===== src/rtl/sound_player.sv =====
`default_nettype none
// ============================================================================
// Module   : sound_player
// Purpose  : Streams signed samples from an external memory and renders them
//            as an attenuated, offset-binary PWM audio signal.
// Revision : 1.0 - initial release
// ============================================================================
module sound_player #(
  parameter int DATA_W         = 16,
  parameter int ADDR_W         = 16,
  parameter int PWM_W          = 8,
  parameter int CLK_PER_SAMPLE = 4096
) (
  input  logic              clk,
  input  logic              rst,
  input  logic              start,
  input  logic              stop,
  input  logic              loop,
  input  logic [1:0]        att,
  input  logic [ADDR_W-1:0] start_addr,
  input  logic [ADDR_W-1:0] length,
  output logic              rd_en,
  output logic [ADDR_W-1:0] rd_addr,
  input  logic [DATA_W-1:0] rd_data,
  output logic              pwm,
  output logic [DATA_W-1:0] data_rd,
  output logic              busy,
  output logic              done
);

  localparam int               TMR_W      = (CLK_PER_SAMPLE > 2) ? $clog2(CLK_PER_SAMPLE) : 2;
  localparam logic [TMR_W-1:0] c_TMR_LAST = TMR_W'(CLK_PER_SAMPLE - 1);
  localparam logic [PWM_W-1:0] c_DUTY_MSB = PWM_W'(1) << (PWM_W - 1);

  typedef enum logic [2:0] {
    S_IDLE  = 3'd0,
    S_FETCH = 3'd1,
    S_LOAD  = 3'd2,
    S_PLAY  = 3'd3,
    S_DONE  = 3'd4
  } state_t;

  state_t              r_state;
  logic                r_loop;
  logic [1:0]          r_att;
  logic [ADDR_W-1:0]   r_start_addr;
  logic [ADDR_W-1:0]   r_length;
  logic [ADDR_W-1:0]   r_remaining;
  logic [ADDR_W-1:0]   r_rd_addr;
  logic [TMR_W-1:0]    r_timer;
  logic [PWM_W-1:0]    r_pwm_cnt;
  logic [PWM_W-1:0]    r_duty;
  logic                r_rd_en;
  logic                r_pwm;
  logic                r_done;
  logic [DATA_W-1:0]   r_data_rd;

  logic signed [PWM_W-1:0] w_top_shifted;
  logic [PWM_W-1:0]        w_duty_new;
  logic [PWM_W-1:0]        w_duty_nxt;
  logic                    w_pwm_en;

  // Top bits of an arithmetic shift equal the arithmetic shift of the top bits.
  assign w_top_shifted = $signed(rd_data[DATA_W-1 -: PWM_W]) >>> r_att;
  assign w_duty_new    = w_top_shifted ^ c_DUTY_MSB;

  // PWM is registered, so gate it with the state and duty of the next cycle.
  assign w_pwm_en   = !stop && ((r_state == S_FETCH) || (r_state == S_LOAD) ||
                                ((r_state == S_PLAY) && (r_timer != c_TMR_LAST)));
  assign w_duty_nxt = (r_state == S_LOAD) ? w_duty_new : r_duty;

  always_ff @(posedge clk) begin
    if (rst) begin
      r_state      <= S_IDLE;
      r_loop       <= 1'b0;
      r_att        <= 2'd0;
      r_start_addr <= '0;
      r_length     <= '0;
      r_remaining  <= '0;
      r_rd_addr    <= '0;
      r_timer      <= '0;
      r_pwm_cnt    <= '0;
      r_duty       <= '0;
      r_rd_en      <= 1'b0;
      r_pwm        <= 1'b0;
      r_done       <= 1'b0;
      r_data_rd    <= '0;
    end else begin
      r_rd_en <= 1'b0;
      r_done  <= 1'b0;
      r_pwm   <= w_pwm_en && (r_pwm_cnt < w_duty_nxt);
      if (r_state != S_IDLE) begin
        r_pwm_cnt <= r_pwm_cnt + 1'b1;
        r_timer   <= r_timer + 1'b1;
      end

      case (r_state)
        S_IDLE: begin
          if (start && !stop) begin
            r_loop       <= loop;
            r_att        <= att;
            r_start_addr <= start_addr;
            r_length     <= length;
            r_remaining  <= length;
            r_pwm_cnt    <= '0;
            r_duty       <= '0;
            if (length == '0) begin
              r_state <= S_DONE;
              r_done  <= 1'b1;
            end else begin
              r_state   <= S_FETCH;
              r_rd_en   <= 1'b1;
              r_rd_addr <= start_addr;
              r_timer   <= '0;
            end
          end
        end
        S_FETCH: r_state <= S_LOAD;
        S_LOAD: begin
          r_data_rd <= rd_data;
          r_duty    <= w_duty_new;
          r_state   <= S_PLAY;
        end
        S_PLAY: begin
          if (r_timer == c_TMR_LAST) begin
            if (r_remaining > ADDR_W'(1)) begin
              r_remaining <= r_remaining - 1'b1;
              r_rd_addr   <= r_rd_addr + 1'b1;
              r_rd_en     <= 1'b1;
              r_timer     <= '0;
              r_state     <= S_FETCH;
            end else if (r_loop) begin
              r_remaining <= r_length;
              r_rd_addr   <= r_start_addr;
              r_rd_en     <= 1'b1;
              r_timer     <= '0;
              r_state     <= S_FETCH;
            end else begin
              r_data_rd <= '0;
              r_done    <= 1'b1;
              r_state   <= S_DONE;
            end
          end
        end
        S_DONE: begin
          r_data_rd <= '0;
          r_state   <= S_IDLE;
        end
        default: r_state <= S_IDLE;
      endcase

      // Abort wins over everything, including a same-cycle fetch or done.
      if (stop && (r_state != S_IDLE)) begin
        r_state   <= S_IDLE;
        r_rd_en   <= 1'b0;
        r_done    <= 1'b0;
        r_data_rd <= '0;
      end
    end
  end

  assign rd_en   = r_rd_en;
  assign rd_addr = r_rd_addr;
  assign pwm     = r_pwm;
  assign data_rd = r_data_rd;
  assign done    = r_done;
  assign busy    = (r_state != S_IDLE);

endmodule
`default_nettype wire


===== config.mk =====
export PLATFORM = sky130hd
export DESIGN_NAME = sound_player
export DESIGN_NICKNAME = d
export VERILOG_FILES = /design/src/rtl/sound_player.sv
export SDC_FILE = /design/constraint.sdc
export NUM_CORES = 1
export LEC_CHECK = 0
export ABC_AREA = 1
export CAP_MARGIN = 30
export CORE_AREA = 2 2 196 102
export CTS_CLUSTER_DIAMETER = 120
export DETAILED_ROUTE_END_ITERATION = 16
export DIE_AREA = 0 0 198 104
export DONT_BUFFER_PORTS = 1
export SYNTH_ARGS = -nofsm -noshare
export SYNTH_HDL_FRONTEND = slang
export SYNTH_SLANG_ARGS = --single-unit

===== constraint.sdc =====
create_clock -name clk -period 3.8 [get_ports clk]
set_clock_uncertainty 0.05 [all_clocks]
set_input_delay 0.38 -clock clk [delete_from_list [all_inputs] [get_ports clk]]
set_output_delay 0.38 -clock clk [all_outputs]
set_load 0.005 [all_outputs]

==> metrics.txt <==
status=completed; EDFF count, synth=0; RSZ-0062 raised after global routing=no; Ports=slightly above 90; final period utilization=66.0%; Avg Synthesized Cell Area=roughly 6.6 µm²; global route total overflow=0; Initial DRC Count=623; Comb power frac=about 33%; die outline height=approximately 100 µm; worst hold path type=in2reg; pwr dens=~720 nW/µm²; Internal Pwr Total=about 3.1 mW; hpwl dp=between 10000 and 15000 µm; CTS tree=built; Fin Hold WS=0.0359 ns; clock buffer count from CTS=17; ANT nets after route=0; Synth Cell Area=roughly 6500 µm²; sequential area share after synthesis=36.2%; Least-Margin Pin Slew=between 0.7 and 0.8 ns; drt wl/cell=16.2 µm; worst-path cell with the longest stage delay=inv_1; initial antenna violation count=0; most frequent cells after synthesis=nand2_1, nor2_1, dfxtp_1, o21ai_0, inv_1; drt pass-1 iters=7; Worst EP arrival=approximately 2.8 ns; CP startpoint kind=flip-flop; top_reg_cell synth=dfxtp_1; Final Hold Fails=0; critical path, cell by cell=nor2_1 -> nand2_1 -> inv_1 -> nand2_1 -> a21boi_0 -> ha_1 -> a21oi_1 -> nor2_1 -> a2111oi_0 -> nand2_1 -> a21oi_1; critical path type=reg2reg; die width=about 200 µm; cell with the most instances after synthesis=nand2_1; Final WS setup=1.29 ns; Post-CTS Setup Bufs=0; largest cells by area after synthesis=dfxtp_1, nand2_1, nor2_1, o21ai_0, inv_1; CP Max Fanout=11; WL final=between 20000 and 25000 µm; worst r2r src=r_state[2]$_SDFFE_PP0P_; full die area=20600 µm²; via count=6321; vias in the first global route=~5700; Final Instance Area=between 7000 and 8000 µm²; Worst EP required=4.10 ns; Max Root-Sink Buffers=2; Starting Density=34.2%; clock sinks=117; Clk pin slew, worst setup/hold paths=~0.070 ns; minimum clock period=~2.5 ns; Hold Startpoint=length[4]; DRC Markers=0; Async SR Flop Fraction=0%; most frequent CP cell=nand2_1; Area after DPL=about 6600 µm²; Reg power frac=between 30% and 40%; post-synth top area cell=dfxtp_1; Row Count=36; largest net degree at the start of global routing=just over 70; leakage power=3.12 nW; final setup vio count=0; GR Util All Layers=20.2%; maximum VDD drop=0.000333 V; Clock Latency Late Sink=about 0.43 ns; total power draw=about 5.2 mW; Clock Tree Root=clkbuf_16; n_diodes=0; part of the power in the clock network=33.6%; crit end category=flip-flop; Ys Warns=0; Nets=between 1000 and 1500; synthesized flop and latch total=between 100 and 150; DP Worst Slack=about 1.4 ns; final setup TNS=0 ns; global-route wire length before repair=around 32000 µm; post-synthesis cell count=a little under 1000; Worst Setup SP=r_state[2]$_SDFFE_PP0P_; max_cap viols=0; Yosys top cell area share=roughly 36%; Final Slew Violations=0; NetSw=2.11 mW; depth of the CTS H-tree=4; GP Congestion=0.906; routed vias/inst=between 5 and 6; P&R area growth vs syn=12.2%; Slew headroom=51.5%; Port Buffers=0; delay of the slowest cell on the worst path=between 0.3 and 0.4 ns; fraction of layout cells with a size suffix above 1=8.44%; Sw Ratio=40.6%; Core ar.=about 19000 µm²; Max Clk Rate=399 MHz; Synth cell types=44; Synth Net Count=around 1100
final cells by class:
| type | count | area [µm²] |
|---|---|---|
| Multi-Input combinational cell | 734 | 3550 |
| Clock inverter | 15 | 206 |
| Timing Repair Buffer | 8 | 62.6 |
| Fill cell | 2008 | 11700 |
| Clock buffer | 17 | 425 |
| Sequential cell | 117 | 2340 |
| Tap cell | 266 | 333 |
| Inverter | 92 | 345 |
power groups by stage:
stage / Clock, mW / Combinational [mW] / Sequential (mW)
after floorplan: 0 / 1.36 / 1.68
after global placement: 0 / 1.65 / 1.77
after global routing: 1.83 / 1.94 / 1.79
after detailed placement: 0 / 1.66 / 1.77
final: 1.75 / 1.70 / 1.76
after CTS: 1.77 / 1.68 / 1.75
registers in the layout (all words and copies together), names as in the netlist:
signal        count
r_start_addr     16
data_rd          16
done              1
r_pwm_cnt         8
r_duty            8
r_remaining      16
r_length         16
rd_en             1
r_timer          12
r_state           3
rd_addr          16
pwm               1
r_att             2
r_loop            1
timing repair:
action	4_1_cts	5_1_grt
hold buffers	1	0
resized for setup	0	0
endpoints found under the hold margin	12	0
kinds of logic after synthesis:
kind of cell,Yosys count,share of synthesized area (%)
fa+ha+maj,12,2.32
mux,4,0.618
simple gates,526,35.4
buf+inv,134,8.98
compound gates,177,14.5
xor+xnor,15,2.03
flops,117,36.2
critical path: cells and delay by family, from the launching register on:
kind,cells,cell delay (ns)
and+or+nand+nor,5,0.64
DFF,1,0.34
buffers and inverters,1,0.37
adders and majority gates,1,0.31
AOI/OAI and AO/OA,4,0.73
layer usage:
metal | global-route usage [%] | vias up | wire length (µm)
li1 | - | 3191 | -
met4 | 4.89 | 0 | 169
met5 | 0 | - | 0
met2 | 24.7 | 247 | 7050
met3 | 7.00 | 14 | 2220
met1 | 32.2 | 2869 | 10800
metrics by stage:
step / util [%] / cells
finish: 38.3 / 1249
global route: 38.3 / 1249
CTS: 38.3 / 1249
detailed placement: 34.9 / 1216
global placement: 34.9 / 1216
floorplan: - / 985
worst paths after layout:
path                         endpoint  slack (ns)  cells past startpoint
max                    pwm$_SDFF_PP0_        1.29                     11
min          r_length[4]$_SDFFE_PP0P_        0.04                      2
max reg2reg            pwm$_SDFF_PP0_        1.29                     11
min reg2reg    r_duty[4]$_SDFFE_PP0P_        0.42                      2
layout by cell type (no fill, tap or decap), types with 2 or more instances in the layout:
cell and n:
nand2_4 3, dfxtp_1 117, a21boi_0 3, nor2_2 6, inv_8 5, xnor2_1 3, nor4_1 2, nor2_4 4
xor2_1 12, nand3b_1 2, mux2i_1 4, nand2_2 16, o22ai_1 2, inv_1 83, clkbuf_16 17, nand3_1 51
nand4_1 25, nor2_1 176, buf_4 7, nand2_1 215, a31oi_1 6, o211ai_1 8, nor3_1 17, inv_6 5
o21ai_1 9, bufinv_16 3, a21oi_1 56, inv_2 7, or2_2 4, ha_1 12, clkinv_1 2, o21ai_0 88
Note: power is estimated with default switching activity, not from simulation.
